## src/rtl/motor_ramp_pkg.sv

```systemverilog
// Shared definitions for the motor_ramp slew limiter.
//  SPD_W         : width of every motor speed / target
//  ramp_state_t  : sequencer states (OFF, RAMP, TRACK)
//  clamp_spd()   : saturate a requested speed to a ceiling
package motor_ramp_pkg;

  localparam int SPD_W = 11;

  typedef enum logic [1:0] {
    OFF   = 2'd0,
    RAMP  = 2'd1,
    TRACK = 2'd2
  } ramp_state_t;

  function automatic logic [SPD_W-1:0] clamp_spd(input logic [SPD_W-1:0] x,
                                                 input logic [SPD_W-1:0] lim);
    return (x > lim) ? lim : x;
  endfunction

endpackage

```

## src/rtl/motor_slew_ch.sv

```systemverilog
// One slew-limited speed channel.
//  clk, rst_n : clock, synchronous active-low reset
//  vld        : latch tgt_in (saturated to MAX_SPD) as the new target
//  tgt_in     : requested speed
//  clr        : force the output speed to 0 (has priority over stepping)
//  step_en    : take one slew step toward the target this cycle
//  fast       : use RUN_STEP instead of START_STEP for upward steps
//  spd        : current slewed speed
//  eq         : spd equals the latched target
module motor_slew_ch
  import motor_ramp_pkg::*;
#(
  parameter int               START_STEP = 2,
  parameter int               RUN_STEP   = 16,
  parameter int               DN_STEP    = 32,
  parameter logic [SPD_W-1:0] MAX_SPD    = 11'h7FF
) (
  input  logic             clk,
  input  logic             rst_n,
  input  logic             vld,
  input  logic [SPD_W-1:0] tgt_in,
  input  logic             clr,
  input  logic             step_en,
  input  logic             fast,
  output logic [SPD_W-1:0] spd,
  output logic             eq
);

  localparam logic [SPD_W-1:0] UP_SLOW = SPD_W'(START_STEP);
  localparam logic [SPD_W-1:0] UP_FAST = SPD_W'(RUN_STEP);
  localparam logic [SPD_W-1:0] DN_LIM  = SPD_W'(DN_STEP);

  logic [SPD_W-1:0]        tgt;
  logic [SPD_W-1:0]        cur;
  logic [SPD_W-1:0]        up_lim;
  logic [SPD_W-1:0]        mag;
  logic [SPD_W-1:0]        nxt;
  logic signed [SPD_W:0]   diff;
  logic signed [SPD_W:0]   diff_neg;

  // One extra bit keeps the difference signed so a step can never wrap;
  // the step is limited to the remaining distance so it never overshoots.
  always_comb begin
    diff     = $signed({1'b0, tgt}) - $signed({1'b0, cur});
    diff_neg = -diff;
    up_lim   = fast ? UP_FAST : UP_SLOW;
    mag      = '0;
    nxt      = cur;
    if (diff > 0) begin
      mag = diff[SPD_W-1:0];
      nxt = cur + ((mag < up_lim) ? mag : up_lim);
    end else if (diff < 0) begin
      mag = diff_neg[SPD_W-1:0];
      nxt = cur - ((mag < DN_LIM) ? mag : DN_LIM);
    end
  end

  always_ff @(posedge clk) begin
    if (!rst_n) begin
      tgt <= '0;
      cur <= '0;
    end else begin
      if (vld) begin
        tgt <= clamp_spd(tgt_in, MAX_SPD);
      end
      if (clr) begin
        cur <= '0;
      end else if (step_en) begin
        cur <= nxt;
      end
    end
  end

  assign spd = cur;
  assign eq  = (cur == tgt);

endmodule

```

## src/rtl/motor_ramp.sv

```systemverilog
// Slew-rate limiter and soft-start sequencer between the flight controller
// and the four ESCs.
//  clk, rst_n          : clock, synchronous active-low reset
//  vld                 : one-cycle strobe, latch the four speed targets
//  frnt/bck/lft/rght_in: requested speeds
//  motors_off          : force all outputs to 0 and return to OFF
//  frnt/bck/lft/rght_spd: slewed speeds to the ESCs
//  settled             : in TRACK with every output at its target
//  ramping             : in RAMP (soft start)
//
//  state | meaning
//  OFF   | outputs held at 0, tick timer parked
//  RAMP  | soft start, upward steps of START_STEP per tick
//  TRACK | normal operation, upward steps of RUN_STEP per tick
module motor_ramp
  import motor_ramp_pkg::*;
#(
  parameter int               TICK_DIV   = 50000,
  parameter int               START_STEP = 2,
  parameter int               RUN_STEP   = 16,
  parameter int               DN_STEP    = 32,
  parameter logic [SPD_W-1:0] MAX_SPD    = 11'h7FF
) (
  input  logic             clk,
  input  logic             rst_n,
  input  logic             vld,
  input  logic [SPD_W-1:0] frnt_in,
  input  logic [SPD_W-1:0] bck_in,
  input  logic [SPD_W-1:0] lft_in,
  input  logic [SPD_W-1:0] rght_in,
  input  logic             motors_off,
  output logic [SPD_W-1:0] frnt_spd,
  output logic [SPD_W-1:0] bck_spd,
  output logic [SPD_W-1:0] lft_spd,
  output logic [SPD_W-1:0] rght_spd,
  output logic             settled,
  output logic             ramping
);

  localparam int               CNT_W   = (TICK_DIV > 1) ? $clog2(TICK_DIV) : 1;
  localparam logic [CNT_W-1:0] CNT_TOP = CNT_W'(TICK_DIV - 1);

  ramp_state_t      state;
  ramp_state_t      state_nxt;
  logic [CNT_W-1:0] cnt;
  logic             tick;
  logic             clr;
  logic             step_en;
  logic             fast;
  logic [3:0]       eq;
  logic             all_eq;

  // Down-counter: CNT_TOP is the first cycle of a period, 0 is the last,
  // so a tick fires TICK_DIV cycles after leaving OFF and every TICK_DIV after.
  always_ff @(posedge clk) begin
    if (!rst_n) begin
      cnt <= CNT_TOP;
    end else if (state == OFF || cnt == '0) begin
      cnt <= CNT_TOP;
    end else begin
      cnt <= cnt - 1'b1;
    end
  end

  assign tick   = (cnt == '0);
  assign all_eq = &eq;

  always_ff @(posedge clk) begin
    if (!rst_n) begin
      state <= OFF;
    end else begin
      state <= state_nxt;
    end
  end

  always_comb begin
    state_nxt = state;
    clr       = 1'b0;
    step_en   = 1'b0;
    fast      = 1'b0;
    settled   = 1'b0;
    ramping   = 1'b0;
    case (state)
      OFF: begin
        clr = 1'b1;
        if (!motors_off) state_nxt = RAMP;
      end
      RAMP: begin
        ramping = 1'b1;
        step_en = tick;
        if (all_eq) state_nxt = TRACK;
      end
      TRACK: begin
        fast    = 1'b1;
        step_en = tick;
        settled = all_eq;
      end
      default: state_nxt = OFF;
    endcase
    // motors_off zeroes the outputs on the very next edge, tick or not.
    if (motors_off) begin
      state_nxt = OFF;
      clr       = 1'b1;
    end
  end

  motor_slew_ch #(
    .START_STEP(START_STEP), .RUN_STEP(RUN_STEP), .DN_STEP(DN_STEP), .MAX_SPD(MAX_SPD)
  ) u_frnt (
    .clk(clk), .rst_n(rst_n), .vld(vld), .tgt_in(frnt_in), .clr(clr),
    .step_en(step_en), .fast(fast), .spd(frnt_spd), .eq(eq[0])
  );

  motor_slew_ch #(
    .START_STEP(START_STEP), .RUN_STEP(RUN_STEP), .DN_STEP(DN_STEP), .MAX_SPD(MAX_SPD)
  ) u_bck (
    .clk(clk), .rst_n(rst_n), .vld(vld), .tgt_in(bck_in), .clr(clr),
    .step_en(step_en), .fast(fast), .spd(bck_spd), .eq(eq[1])
  );

  motor_slew_ch #(
    .START_STEP(START_STEP), .RUN_STEP(RUN_STEP), .DN_STEP(DN_STEP), .MAX_SPD(MAX_SPD)
  ) u_lft (
    .clk(clk), .rst_n(rst_n), .vld(vld), .tgt_in(lft_in), .clr(clr),
    .step_en(step_en), .fast(fast), .spd(lft_spd), .eq(eq[2])
  );

  motor_slew_ch #(
    .START_STEP(START_STEP), .RUN_STEP(RUN_STEP), .DN_STEP(DN_STEP), .MAX_SPD(MAX_SPD)
  ) u_rght (
    .clk(clk), .rst_n(rst_n), .vld(vld), .tgt_in(rght_in), .clr(clr),
    .step_en(step_en), .fast(fast), .spd(rght_spd), .eq(eq[3])
  );

endmodule

```

## config.mk

```make
export PLATFORM = sky130hd
export DESIGN_NAME = motor_ramp
export DESIGN_NICKNAME = d
export VERILOG_FILES = /design/src/rtl/motor_ramp_pkg.sv /design/src/rtl/motor_slew_ch.sv /design/src/rtl/motor_ramp.sv
export SDC_FILE = /design/constraint.sdc
export NUM_CORES = 1
export LEC_CHECK = 0
export ABC_AREA = 1
export BUFFER_PORTS_ARGS = -buffer_cell sky130_fd_sc_hd__buf_2
export CORE_MARGIN = 3
export CORE_UTILIZATION = 65
export CTS_BUF_LIST = sky130_fd_sc_hd__clkbuf_8 sky130_fd_sc_hd__clkbuf_16
export DETAILED_ROUTE_END_ITERATION = 6
export PLACE_DENSITY = 0.86
export RECOVER_POWER = 25
export SLEW_MARGIN = 20
export SYNTH_ARGS = -nofsm -noshare
export SYNTH_HDL_FRONTEND = slang
export SYNTH_SLANG_ARGS = --single-unit
export TNS_END_PERCENT = 10
```

## constraint.sdc

```tcl
create_clock -name clk -period 8.2 [get_ports clk]
set_input_delay 0 -clock clk [delete_from_list [all_inputs] [get_ports clk]]
set_output_delay 0 -clock clk [all_outputs]
set_load 0.01 [all_outputs]
```

### After elaboration in Yosys (flattened, before gate mapping)

Index checks and enable logic that the tools add are counted.

* flip-flop bits (word level): 106
* logic and storage cells: 102
* bits of input ports: 48

* multiplexer cells: 29
* reduce and logical (&&, ||, !) cells: 17
* bitwise gates (word level): 2
* add/sub/neg operators: 17
* $lt $le $gt $ge: 20
* eq/ne operators: 7

Operators with widths (number)
* two-way mux 11 bit: 20
* > comparator 12 x 1 -> 1 bit (second input constant): 4
* < comparator 12 x 1 -> 1 bit (second input constant): 4
* subtractor 11 x 11 -> 12 bit: 4
* adder 11 bit: 4
* == test 11 bit: 4
* > comparator 11 bit (second input constant): 4
* < comparator 11 x 6 -> 1 bit (second input constant): 4
* negation 11 bit: 4
* subtractor 11 bit: 4
* < comparator 11 bit: 2
* < comparator 11 x 5 -> 1 bit: 2
* zero test 16 bit: 1
* subtractor 16 x 1 -> 16 bit (second input constant): 1
* AND reduction 2 bit: 5
* nonzero test 2 bit: 4
* OR reduction 2 bit: 4
* two-way mux 1 bit: 6
* case mux 2 bit (3 select lines): 1
* two-way mux 5 bit: 1
* AND reduction 4 bit: 1
* == test 2 x 1 -> 1 bit (second input constant): 1
* == test 2 bit (second input constant): 1
* zero test 2 bit: 1
* other kinds (4): 5

### Logic depth before layout (Yosys ltp)

Gate-level depths: netlist of run 1.

* depth after elaboration: 7
* gate-level depth with buffers: 38
* depth with buffers taken out: 38

### Modules after synthesis

A second synthesis of run 1 with hierarchy kept.

* cells, all modules: 1559
* area, all modules: 10158.5 sq um

Modules (own cells, without submodules)
* motor_slew_ch (u_bck ...): instances 2, cells an instance 346, area an instance 2273.4 sq um
* motor_slew_ch (u_rght): instances 1, cells an instance 357, area an instance 2353.5 sq um
* motor_slew_ch (u_frnt): instances 1, cells an instance 359, area an instance 2269.7 sq um
* motor_ramp: instances 1, cells an instance 151, area an instance 988.4 sq um

### Least setup slack after synthesis of run 1

No wires, ideal clock.

* kind: reg2reg
* from: register u_frnt.cur[0], in the netlist u_frnt.spd[0]
* to: register u_frnt.cur[10], in the netlist u_frnt.spd[10]
* period minus slack after synthesis: 4819 ps
* slack: 3381 ps
* cell stages (with the launch flop): 29
* arrival: 4755 ps
* path buffers: 0
* path through: dfxtp_1 -> ha_1 -> inv_1 -> fa_1 -> inv_1 -> o21ai_2 -> xor2_1 -> ha_1 -> nand2_1 -> nand2_1 -> nor2_1 -> nand4_2 -> or2_2 -> ha_1 -> nand2_1 -> a21boi_0 -> inv_1 -> fa_1 -> o21ai_0 -> a21o_1 -> a21oi_1 -> o21ai_0 -> nand2_1 -> nand2_1 -> a21oi_1 -> nand3_1 -> nand3_1 -> and2_1 -> nor2_1

* cells in the longest elaborated chain, start to end: 7
* elaborated cells on any way between the ends: 14
* classes of those cells: add/sub: 4; order compare: 4; mux: 4; reduce/logical: 2

RTL lines
* start: declaration: line motor_slew_ch.sv:34 `logic [SPD_W-1:0] cur;`
* start signal: assignment: line motor_slew_ch.sv:69 `cur <= nxt;`
* subtractor 11 x 11 -> 12 bit: line motor_slew_ch.sv:44 `diff = $signed({1'b0, tgt}) - $signed({1'b0, cur});`
* negation 11 bit: line motor_slew_ch.sv:45 `diff_neg = -diff;`
* < comparator 11 x 6 -> 1 bit: line motor_slew_ch.sv:54 `nxt = cur - ((mag < DN_LIM) ? mag : DN_LIM);`
* two-way mux 11 bit: line motor_slew_ch.sv:54
* subtractor 11 bit: line motor_slew_ch.sv:54
* two-way mux 11 bit: line motor_slew_ch.sv:52 `end else if (diff < 0) begin`
* two-way mux 11 bit: line motor_slew_ch.sv:49 `if (diff > 0) begin`

Several ways; a longest one is shown, not always the timed one. The select of a mux whose other input is x is not followed.
A chain may end at the register's enable or synchronous reset.

### Worst setup path in the final report of run 1

Ends and elaborated chain as after synthesis.

==> summary.txt, run 1 <==
Outcome
  – Outcome: finished, violations left
  – Violated checks: max-capacitance violations, max-slew violations

Logic synthesis
  – Library cells used by synthesis: 53
  – Syn avg cell area: 6.35 µm²
  – Mapped Nets: 1689
  – Area leader, netlist: dfxtp_1
  – Mapped Area: 9730 µm²
  – Main synth FF type: dfxtp_1
  – Post-synth top area share: between 20% and 30%
  – Synth top area cells: dfxtp_1 (22%), ha_1 (13%), nand2_1 (12%)
  – Count leader, synth: nand2_1
  – Sequential cell area fraction in the yosys report: 21.8%
  – Ys Warns: 0
  – Synth Instances: 1533
  – Post-synth EDFFs: 0
  – Post-synth top cells: nand2_1 (323), inv_1 (231), nor2_1 (204), o21ai_0 (118), a21oi_1 (109)
  – Synth Register Bits: around 110
  – Post-synth ARST share: 0%

Timing
  – Final Hold Vio Count: 0
  – Final total negative setup slack: 0 ns
  – Clock skew: 0.0113 ns
  – Tightest Pin Transition: 1.95 ns
  – Fin crit period: approximately 5.5 ns
  – Final period util: 66.9%
  – Max Slew Vio Count: 42
  – FMAX: 0.182 GHz
  – Final setup fails: 0
  – RSZ-0062 raised after global routing: no
  – Worst setup margin: 2.71 ns
  – Slew headroom: -29.8%

Clock network
  – Total CTS buffers: 9
  – Clk sinks: 106
  – Post-CTS Hold Buffers: 43
  – Postcts setup bufs: 0
  – Cts repair resizes: 0
  – Clock Tree Buf Depth: 2
  – H-tree depth: 3
  – Reg clk slew, reported paths: 0.08 ns
  – Clock Latency Late Sink: 0.37 ns
  – Clock root cell: clkbuf_16
  – CTS tree: yes

Floorplan
  – Die X: 128 µm
  – Starting density of the core: about two thirds
  – Area of the core: 14600 µm²
  – Rows: 44
  – IO Count: 94
  – Die height: 128 µm
  – Full die area: between 15000 and 20000 µm²

Global routing
  – Largest net degree at the start of global routing: 46
  – Total track usage: between 30% and 40%
  – Vias in the first global route: 9567
  – First-pass GRT wire length: 44500 µm
  – Global route overflow: 0
  – Initial antenna violation count: 0

Worst setup path
  – Setup CP Type: flop to flop
  – Worst path slowest cell: fa_1
  – Most Frequent Cell on Critical Path: nand2_1
  – Data arrival, critical path: around 5.8 ns
  – CP Data Required Time: around 8.5 ns
  – CP Capture Type: flop
  – Worst-path fanout max: 7
  – Slowest cell delay on critical path: 0.45 ns
  – Setup crit start kind: flop

Placed design
  – PortBufs: 93
  – Hpwl dp: between 15000 and 20000 µm
  – Dpl ws: 2.92 ns
  – GP Congestion: 0.938

Power
  – PwrDens: between 100 and 150 nW/µm²
  – Max IR drop VDD: approximately 180 µV
  – Leakage: about 5.6 nW

Finish
  – Layout cells sized above 1: a little under a tenth
  – Area of the multi-input gates: between 6000 and 7000 µm²
  – Number of fill cells: around 1200
  – Nets@finish: about 1800
  – Reg area: 2120 µm²
  – Layout Utilization: roughly 76%
  – Synthesis-to-finish area growth: 13.5%
  – Biggest register: cnt
  – Antenna fix cells: 0
  – Max reg flops: 16

Drt
  – TritonRoute pass-1 iters: 6
  – DR iter-0 viols: 729
  – Drt via density: 5.60
  – Final wirelength: 27100 µm
  – Routed vias: between 10000 and 15000
  – Post-DRT Antenna Nets: 0
  – DRC Markers: 0
  – Wire length per cell: 14.7 µm

Job
  – Maxcap violations: 1

Min path
  – HP Class: input pin to flop
routing by layer:
metal  track usage (%)  vias to the layer above  part of all wire (%)
met3              4.40                       54                   7.7
met5                 0                        -                     0
met4              9.49                        0                   2.5
met1              43.4                     4658                    43
met2              55.5                      415                    47
li1                  -                     5213                     -
where the power goes:
part / switching, mW / internal, mW
logic: 0.376 / 0.219
registers: 0.0110 / 0.530
clock network: 0.222 / 0.249
worst max-delay path: cells and delay by family (launching register included):
family	cells	cell delay, ns
buffers and inverters	3	0.31
AOI/OAI and AO/OA	7	1.31
xor gates and xnor gates	1	0.36
and+or+nand+nor	12	1.37
adders and majority gates	5	1.67
DFF	1	0.42
cells by family after synthesis:
| logic type | count (synthesis) | share of synthesized area [%] |
|---|---|---|
| buffers and inverters | 266 | 10.4 |
| adder cells (fa/ha/maj) | 108 | 14.5 |
| AND/OR/NAND/NOR | 713 | 32.0 |
| AO/OA/AOI/OAI | 274 | 15.3 |
| flip-flops | 106 | 21.8 |
| XOR/XNOR | 66 | 6.02 |
final timing paths:
kind	startpoint	to	slack, ns	cells after the start
worst max-delay path	u_frnt.spd[0]	u_frnt.spd[10]	2.71	28
worst min-delay path	rght_in[0]	u_rght.tgt[0]	0.02	3
worst max register to register	u_frnt.spd[0]	u_frnt.spd[10]	2.71	28
worst min register to register	cnt[0]	cnt[0]	0.41	1
cell usage in the layout (no fill, tap or decap), types with 4 or more instances in the layout:
master         count
buf_2             58
o21bai_1           7
a31oi_1            4
a21oi_1          109
clkbuf_1          35
inv_2              9
fa_1               8
xnor2_1           25
nand4_1           27
clkbuf_16          9
nor2_4             5
nand2_2           20
ha_1             100
dfxtp_1          106
xor2_1            40
dlygate4sd3_1     43
a211oi_1           7
nor3_1             9
nor4_1             4
o21ai_1            7
o21ai_0          118
nor2_1           203
o21ai_2            4
inv_1            231
nor2_2            17
a21o_1             4
nand3_1           82
nand2_1          323
per-stage QoR:
stage               cell area [µm²]  hold WS (ns)  total power, mW  instances
floorplan                      9730         0.135             1.00       1533
global placement              10300         0.220             1.10       1788
detailed placement            10300         0.228             1.11       1788
CTS                           11100        0.0185             1.59       1847
global route                  11000        0.0327             1.71       1847
finish                        11000        0.0225             1.61       1847
final cells by class:
type	count	share of cell area (%)
clock buffer	10	2.16
timing repair buffer	139	7.92
multi-input combinational	1161	59.8
sequential	106	19.2
tap	184	2.09
inverter	241	8.19
clock inverter	6	0.657
No activity file was read; power rests on OpenSTA's default activity.
==> inputs of run 2 (changes only) <==
--- a/config.mk
+++ b/config.mk
@@ -5,13 +5,13 @@
 export SDC_FILE = /design/constraint.sdc
 export NUM_CORES = 1
 export LEC_CHECK = 0
-export ABC_AREA = 1
+export ABC_AREA = 0
 export BUFFER_PORTS_ARGS = -buffer_cell sky130_fd_sc_hd__buf_2
 export CORE_MARGIN = 3
-export CORE_UTILIZATION = 65
+export CORE_UTILIZATION = 61
 export CTS_BUF_LIST = sky130_fd_sc_hd__clkbuf_8 sky130_fd_sc_hd__clkbuf_16
 export DETAILED_ROUTE_END_ITERATION = 6
-export PLACE_DENSITY = 0.86
+export PLACE_DENSITY = 0.82
 export RECOVER_POWER = 25
 export SLEW_MARGIN = 20
 export SYNTH_ARGS = -nofsm -noshare
==> constraint.sdc (replaced) <==
create_clock -name clk -period 5.4 [get_ports clk]
set_input_delay 0 -clock clk [delete_from_list [all_inputs] [get_ports clk]]
set_output_delay 0 -clock clk [all_outputs]
set_load 0.01 [all_outputs]
==> run 2 against run 1 <==
The flow finishes with violations (max-capacitance violations, max-slew violations, negative setup slack); register-to-register slack worse by 2.8 ns; first-iteration DRC count is 19% higher; sequential power up 51%; setup slack worse by 2.8 ns; critical endpoint unchanged; largest power group unchanged; highest routed layer unchanged.
==> summary.txt, run 2 <==
Global routing
  – Vias in the first global route: 9533 (-0.36%)
  – Initial antenna violation count: 0 (unchanged)
  – Total track usage: 30.2% (-2.5 points)
  – First-pass GRT wire length: 44700 µm (+0.45%)
  – Global route overflow: 0 (unchanged)
  – Largest net degree at the start of global routing: 48 (+4.3%)

Timing
  – Worst setup margin: -0.114 ns (-2.83 ns)
  – Final total negative setup slack: -0.114 ns (-0.114 ns)
  – Final Hold Vio Count: 0 (unchanged)
  – Tightest Pin Transition: 3.60 ns (+1.65 ns)
  – Final period util: 102% (+35 points)
  – Clock skew: 0.0123 ns (+0.00101 ns)
  – FMAX: 0.181 GHz (-0.50%)
  – Fin crit period: 5.51 ns (+0.0277 ns)
  – RSZ-0062 raised after global routing: yes
  – Final setup fails: 1 (+1)
  – Slew headroom: -140% (-110 points)
  – Max Slew Vio Count: 45 (+7.1%)

Worst setup path
  – Reg-to-reg setup timing slack: -0.11 ns (-2.83 ns)
  – Worst path cell trace: inv_1 -> ha_1 -> o21ai_1 -> o21a_1 -> o311ai_2 -> nand4bb_1 -> or4_4 -> nor3_4 -> buf_6 -> nand2b_4 -> ha_2 -> nor2b_1 -> o31a_1 -> or2_1 -> o21bai_1 -> o32a_1 -> ha_1 -> a21boi_2 -> o21a_1 -> o2111ai_2 -> and2_4 -> nor2_1 -> a2111oi_2 -> nand3_1
  – Reg2reg path depth: 24 (-14%)
  – Setup CP Type: flop to flop
  – CP Depth: 24 (-14%)
  – Worst path slowest cell: or4_4
  – Data arrival, critical path: 5.77 ns (-0.02 ns)
  – CP Capture Type: flop
  – Worst-path fanout max: 6 (-1)
  – Buf/Inv on CP: 2 (-1)
  – CP Data Required Time: 5.65 ns (-2.85 ns)
  – Setup crit start kind: flop
  – Slowest cell delay on critical path: 0.53 ns (+0.08 ns)
  – Worst path top cell family by delay: compound AO/OA/AOI/OAI gates

Power
  – Internal: 1.56 mW (+56%)
  – Leakage: 5.24 nW (-6.1%)
  – Sw Ratio: 36.2% (-1.7 points)
  – Seq pwr share: 33.4% (-0.3 points)
  – PwrDens: 203 nW/µm² (+40%)
  – Switching power total: 0.882 mW (+45%)
  – Clock power share: 26.9% (-2.4 points)
  – Max IR drop VDD: 173 µV (-3.7%)
  – Gate power share: 39.6% (+2.6 points)

Logic synthesis
  – Main synth FF type: dfxtp_1
  – Library cells used by synthesis: 94 (+77%)
  – Post-synth ARST share: 0% (unchanged)
  – Mapped Area: 9890 µm² (+1.6%)
  – Synth Register Bits: 106 (unchanged)
  – Area leader, netlist: dfxtp_1
  – Syn avg cell area: 7.87 µm² (+24%)
  – Post-synth top cells: nor2_1 (119), dfxtp_1 (106), nand2_1 (101), ha_1 (100), inv_1 (98)
  – Post-synth EDFFs: 0 (unchanged)
  – Synth Instances: 1257 (-18%)
  – Count leader, synth: nor2_1
  – Ys Warns: 0 (unchanged)
  – Mapped Nets: 1413 (-16%)
  – Post-synth top area share: 21.5% (-0.35 points)
  – Synth top area cells: dfxtp_1 (21%), ha_1 (13%), mux2i_1 (6.3%)
  – Sequential cell area fraction in the yosys report: 21.5% (-0.35 points)

Drt
  – Final wirelength: 27700 µm (+2.2%)
  – Routed vias: 10042 (-2.9%)
  – Wire length per cell: 16.6 µm (+13%)
  – Drt via density: 6.03 (+7.7%)
  – DR iter-0 viols: 865 (+19%)
  – TritonRoute pass-1 iters: 6 (unchanged)
  – Post-DRT Antenna Nets: 0 (unchanged)
  – DRC Markers: 0 (unchanged)

Floorplan
  – Full die area: 17800 µm² (+7.9%)
  – IO Count: 94 (unchanged)
  – Area of the core: 15500 µm² (+6.5%)
  – Die height: 133 µm (+3.9%)
  – Die X: 133 µm (+3.9%)
  – Starting density of the core: 63.6% (-3.1 points)
  – Rows: 45 (+2.3%)

Clock network
  – Total CTS buffers: 9 (unchanged)
  – Clk sinks: 106 (unchanged)
  – Reg clk slew, reported paths: 0.08 ns (about the same)
  – Clock Tree Buf Depth: 2 (unchanged)
  – Clock Latency Late Sink: 0.37 ns (about the same)
  – Clock root cell: clkbuf_16
  – CTS tree: yes
  – H-tree depth: 3 (unchanged)

Finish
  – Layout cells sized above 1: 18.2% (+9.1 points)
  – Most common cell after layout, fill and taps aside: nor2_1
  – Synthesis-to-finish area growth: 21.4%
  – Antenna fix cells: 0 (unchanged)
  – Max reg flops: 16 (unchanged)
  – Biggest register: cnt
  – Most frequent cells in the layout: nor2_1 (118), dfxtp_1 (103), nand2_1 (101)
  – Layout Utilization: 77.3% (+1.6 points)
  – Nets@finish: 1605 (-12%)

Placed design
  – GP Congestion: 0.957 (+2.1%)
  – Hpwl dp: 19700 µm (+0.80%)
  – PortBufs: 93 (unchanged)
  – Dpl ws: -0.140 ns (-3.06 ns)

Outcome
  – Violated checks: max-capacitance violations, max-slew violations, negative setup slack
  – Outcome: finished, violations left

Min path
  – Hold depth: 2 (-1)
  – HP Class: input pin to flop

Job
  – Maxcap violations: 1 (unchanged)
## run 2: layout make-up
type | count | area [µm²]
clock inverters | 7 | 51.3
flip-flops and latches | 106 | 2130
inverters | 99 | 372
fillers | 1115 | 3530
multi-input cells | 1018 | 7470
repair buffers | 215 | 1490
well taps | 211 | 264
clock buffers | 9 | 225
## run 2: power by group through the flow
stage	clock network, mW	logic (mW)	registers, mW
detailed placement	0	0.870	0.833
CTS	0.662	0.906	0.815
floorplan	0	0.642	0.828
global route	0.695	1.06	0.818
finish	0.657	0.967	0.816
global placement	0	0.848	0.833
## run 2: layer usage
metal  up-vias  part of all wire, %  track usage [%]
met2       378                   47             50.5
met4         0                  3.4             12.2
met1      4655                   43             39.3
met3        76                  5.8             4.12
li1       4933                    -                -
met5         -                    0                0
## run 2: path summary, 6_finish.rpt
path / start / end
min: rst_n / u_frnt.tgt[0]
max: u_frnt.spd[3] / u_frnt.spd[10]
max reg2reg: u_frnt.spd[3] / u_frnt.spd[10]
min reg2reg: cnt[0] / cnt[0]
## run 2: cell families (layout without fill, tap and decap cells)
family / count (synthesis) / after routing / share of synthesized area [%]
AOI/OAI and AO/OA: 308 / 308 / 21.9
buffers and inverters: 133 / 330 / 5.29
DFF: 106 / 106 / 21.5
adders and majority gates: 108 / 108 / 14.3
and+or+nand+nor: 469 / 469 / 24.4
muxes: 65 / 65 / 6.62
xor gates and xnor gates: 68 / 68 / 6.02
## run 2: stage by stage
step	instances	total power, mW	hold slack (ns)	area [µm²]
finish	1665	2.44	0.272	12000
CTS	1665	2.38	0.258	11900
floorplan	1257	1.47	0.0761	9950
detailed placement	1601	1.70	0.214	11100
global placement	1601	1.68	0.217	11100
global route	1665	2.57	0.310	12000
## run 2: timing repair
| action | in CTS | in global routing |
|---|---|---|
| setup buffers | 3 | 0 |
| endpoints found under the hold margin | 47 | 0 |
| hold buffers | 45 | 0 |
| setup endpoints to repair | 4 | 20 |
| pin swaps | 10 | 10 |
| resized for setup | 8 | 54 |
==> inputs of run 3 (changes only) <==
--- a/config.mk
+++ b/config.mk
@@ -13,6 +13,7 @@
 export DETAILED_ROUTE_END_ITERATION = 6
 export PLACE_DENSITY = 0.82
 export RECOVER_POWER = 25
+export SETUP_SLACK_MARGIN = 0.2
 export SLEW_MARGIN = 20
 export SYNTH_ARGS = -nofsm -noshare
 export SYNTH_HDL_FRONTEND = slang
==> run 3 against run 2 <==
The flow still finishes with violations (max-capacitance violations, max-slew violations, negative setup slack); via count grew 0.80%; sequential share of layout area fell by 0.27 points; non-clock buffer count increased by 9; register-to-register slack got worse by 0.08 ns; sequential power about the same; power rose by 2.0%; utilization increased by 1.3 points; critical endpoint unchanged; largest cell class unchanged; largest power group unchanged; highest routed layer unchanged.
==> summary.txt, run 3 (synthesis gave the netlist of run 2 again) <==
Floorplan
  – Full die area: 17800 µm² (unchanged)
  – Area of the core: 15500 µm² (unchanged)
  – Starting density of the core: 63.6% (unchanged)
  – IO Count: 94 (unchanged)
  – Die X: 133 µm (unchanged)
  – Die height: 133 µm (unchanged)
  – Rows: 45 (unchanged)

Clock network
  – Clock Latency Late Sink: 0.37 ns (about the same)
  – Clk sinks: 106 (unchanged)
  – H-tree depth: 3 (unchanged)
  – Clock Tree Buf Depth: 2 (unchanged)
  – Total CTS buffers: 9 (unchanged)
  – Reg clk slew, reported paths: 0.09 ns (about the same)
  – CTS tree: yes
  – Clock root cell: clkbuf_16

Finish
  – Synthesis-to-finish area growth: 23.4%
  – Area of the multi-input gates: 7600 µm² (+1.7%)
  – Layout Utilization: 78.6% (+1.3 points)
  – Number of fill cells: 1074 (-3.7%)
  – Most frequent cells in the layout: nor2_1 (117), nand2_1 (101), dfxtp_1 (101)
  – Biggest register: cnt
  – Most common cell after layout, fill and taps aside: nor2_1
  – Layout cells sized above 1: 20.0% (+1.8 points)
  – Reg area: 2130 µm² (+0.12%)
  – Antenna fix cells: 0 (unchanged)
  – Final Non-Filler Cells: 1674 (+0.54%)
  – Nets@finish: 1614 (+0.56%)
  – Max reg flops: 16 (unchanged)

Min path
  – HP Class: input pin to flop

Power
  – Clock power share: 26.8% (about the same)
  – Leakage: 5.30 nW (+1.2%)
  – Internal: 1.58 mW (+1.3%)
  – Sw Ratio: 36.6% (+0.44 points)
  – Max IR drop VDD: 175 µV (+1.1%)
  – PwrDens: 204 nW/µm² (+0.32%)
  – Seq pwr share: 32.8% (-0.6 points)
  – Switching power total: 0.911 mW (+3.2%)
  – Gate power share: 40.4% (+0.8 points)

Worst setup path
  – R2r endpoint: u_frnt.spd[10]
  – CP Capture Type: flop
  – Setup CP Type: flop to flop
  – Reg2reg path depth: 26 (+8.3%)
  – Worst-path fanout max: 6 (unchanged)
  – Worst R2R Start: u_frnt.tgt[0]
  – CP Data Required Time: 5.66 ns (about the same)
  – Data arrival, critical path: 5.86 ns (+0.09 ns)
  – CP Launch Point: u_frnt.tgt[0]
  – CP endpoint: u_frnt.spd[10]
  – Reg-to-reg setup timing slack: -0.20 ns (-0.08 ns)
  – Setup crit start kind: flop

Timing
  – Final period util: 104% (+1.5 points)
  – FMAX: 0.179 GHz (-1.5%)
  – Slew headroom: -138% (+1.2 points)
  – Tightest Pin Transition: 3.58 ns (-0.0186 ns)
  – Hold Worst Slack: 0.259 ns (-0.0129 ns)
  – Final setup fails: 2 (+1)
  – RSZ-0062 raised after global routing: yes
  – Clock skew: 0.0149 ns (+0.00265 ns)
  – Final Hold Vio Count: 0 (unchanged)
  – Fin crit period: 5.60 ns (+0.0836 ns)
  – Max Slew Vio Count: 45 (unchanged)
  – Worst setup margin: -0.197 ns (-0.0836 ns)

Global routing
  – Vias in the first global route: 9625 (+0.97%)
  – Global route overflow: 0 (unchanged)
  – Largest net degree at the start of global routing: 48 (unchanged)
  – Total track usage: 30.4% (+0.28 points)
  – Initial antenna violation count: 0 (unchanged)
  – First-pass GRT wire length: 45200 µm (+1.0%)

Drt
  – Final wirelength: 28700 µm (+3.6%)
  – Drt via density: 6.05 (+0.25%)
  – DRC Markers: 0 (unchanged)
  – TritonRoute pass-1 iters: 7 (+1)
  – Routed vias: 10122 (+0.80%)
  – Wire length per cell: 17.1 µm (+3.1%)
  – DR iter-0 viols: 997 (+15%)
  – Post-DRT Antenna Nets: 0 (unchanged)

Outcome
  – Violated checks: max-capacitance violations, max-slew violations, negative setup slack
  – Outcome: finished, violations left

Placed design
  – GP Congestion: 0.957 (unchanged)
  – PortBufs: 93 (unchanged)
  – Placed insts: 1601 (unchanged)
  – Hpwl dp: 19700 µm (unchanged)

Job
  – Maxcap violations: 1 (unchanged)
## run 3: cell count changes in the layout (fill, tap and decap cells not counted), moves of 2 or more
| cell | change |
|---|---|
| a21oi_1 | -2 |
| buf_4 | +8 |
| a21oi_2 | +2 |
| ha_1 | -4 |
| ha_4 | +3 |
| dfxtp_2 | +2 |
| dfxtp_1 | -2 |
| o21ai_0 | -2 |
## run 3: worst min-delay path by stage
stage                     startpoint            end  slack, ns  depth (start not counted)
after floorplan           motors_off       state[0]       0.08                          1
after global placement    motors_off       state[0]       0.22                          2
after detailed placement  motors_off       state[0]       0.21                          2
after CTS                      rst_n  u_frnt.tgt[0]       0.26                          2
after global routing           rst_n  u_frnt.tgt[2]       0.31                          2
final                          rst_n  u_frnt.tgt[0]       0.26                          2
## run 3: worst max-delay path, cell delays in order (launching register included)
cell and delay, ns:
dfxtp_2 0.33, inv_2 0.05, ha_4 0.13, inv_1 0.05, fa_2 0.38, a211oi_4 0.26
o21a_1 0.21, o311ai_2 0.13, nand4bb_1 0.30, or4_4 0.55, nor3_4 0.16, buf_6 0.15
nand2b_4 0.05, ha_2 0.19, nor2b_1 0.14, o31a_1 0.11, or2_1 0.24, o21bai_1 0.17
o32a_1 0.29, ha_1 0.29, a21boi_2 0.17, o21a_1 0.21, o2111ai_2 0.24, and2_4 0.20
nor2_1 0.06, a2111oi_2 0.30, nand3_1 0.11
## run 3: metal layers
layer	GRT usage [%]	vias up	share of wire, %
li1	-	4939	-
met1	39.7	4686	43
met2	50.8	409	48
met3	4.12	88	5.7
met4	12.7	0	3.7
met5	0	-	0
## run 3: layout make-up
class	count	share of cell area [%]
Clock buffer	9	1.84
Tap cell	211	2.16
Inverter	99	3.04
Clock inverter	7	0.420
Sequential cell	106	17.5
Timing Repair Buffer	224	12.8
Multi-Input combinational cell	1018	62.3
## run 3: power by group through the flow
| stage | sequential, mW | clock (mW) | combinational, mW |
|---|---|---|---|
| final | 0.816 | 0.667 | 1.01 |
| after global routing | 0.818 | 0.697 | 1.10 |
| after CTS | 0.815 | 0.662 | 0.913 |
| after detailed placement | 0.833 | 0 | 0.870 |
| after global placement | 0.833 | 0 | 0.848 |
| after floorplan | 0.828 | 0 | 0.642 |
## run 3: stage by stage
stage          TNS (ns)  power [mW]  worst slack [ns]  area (µm²)
5_1_grt           -1.12        2.61            -0.379       12200
6_report         -0.239        2.49            -0.197       12200
3_3_place_gp    -0.0289        1.68           -0.0289       11100
2_1_floorplan    -0.121        1.47            -0.121        9950
3_5_place_dp     -0.209        1.70            -0.140       11100
4_1_cts          -0.101        2.39           -0.0615       11900
## run 3: what timing repair did
item	in CTS	in global routing
endpoints found under the setup margin	10	22
gates resized for setup	17	73
pin swaps	12	27
setup buffers	3	9
hold buffers	45	0
endpoints found under the hold margin	47	0
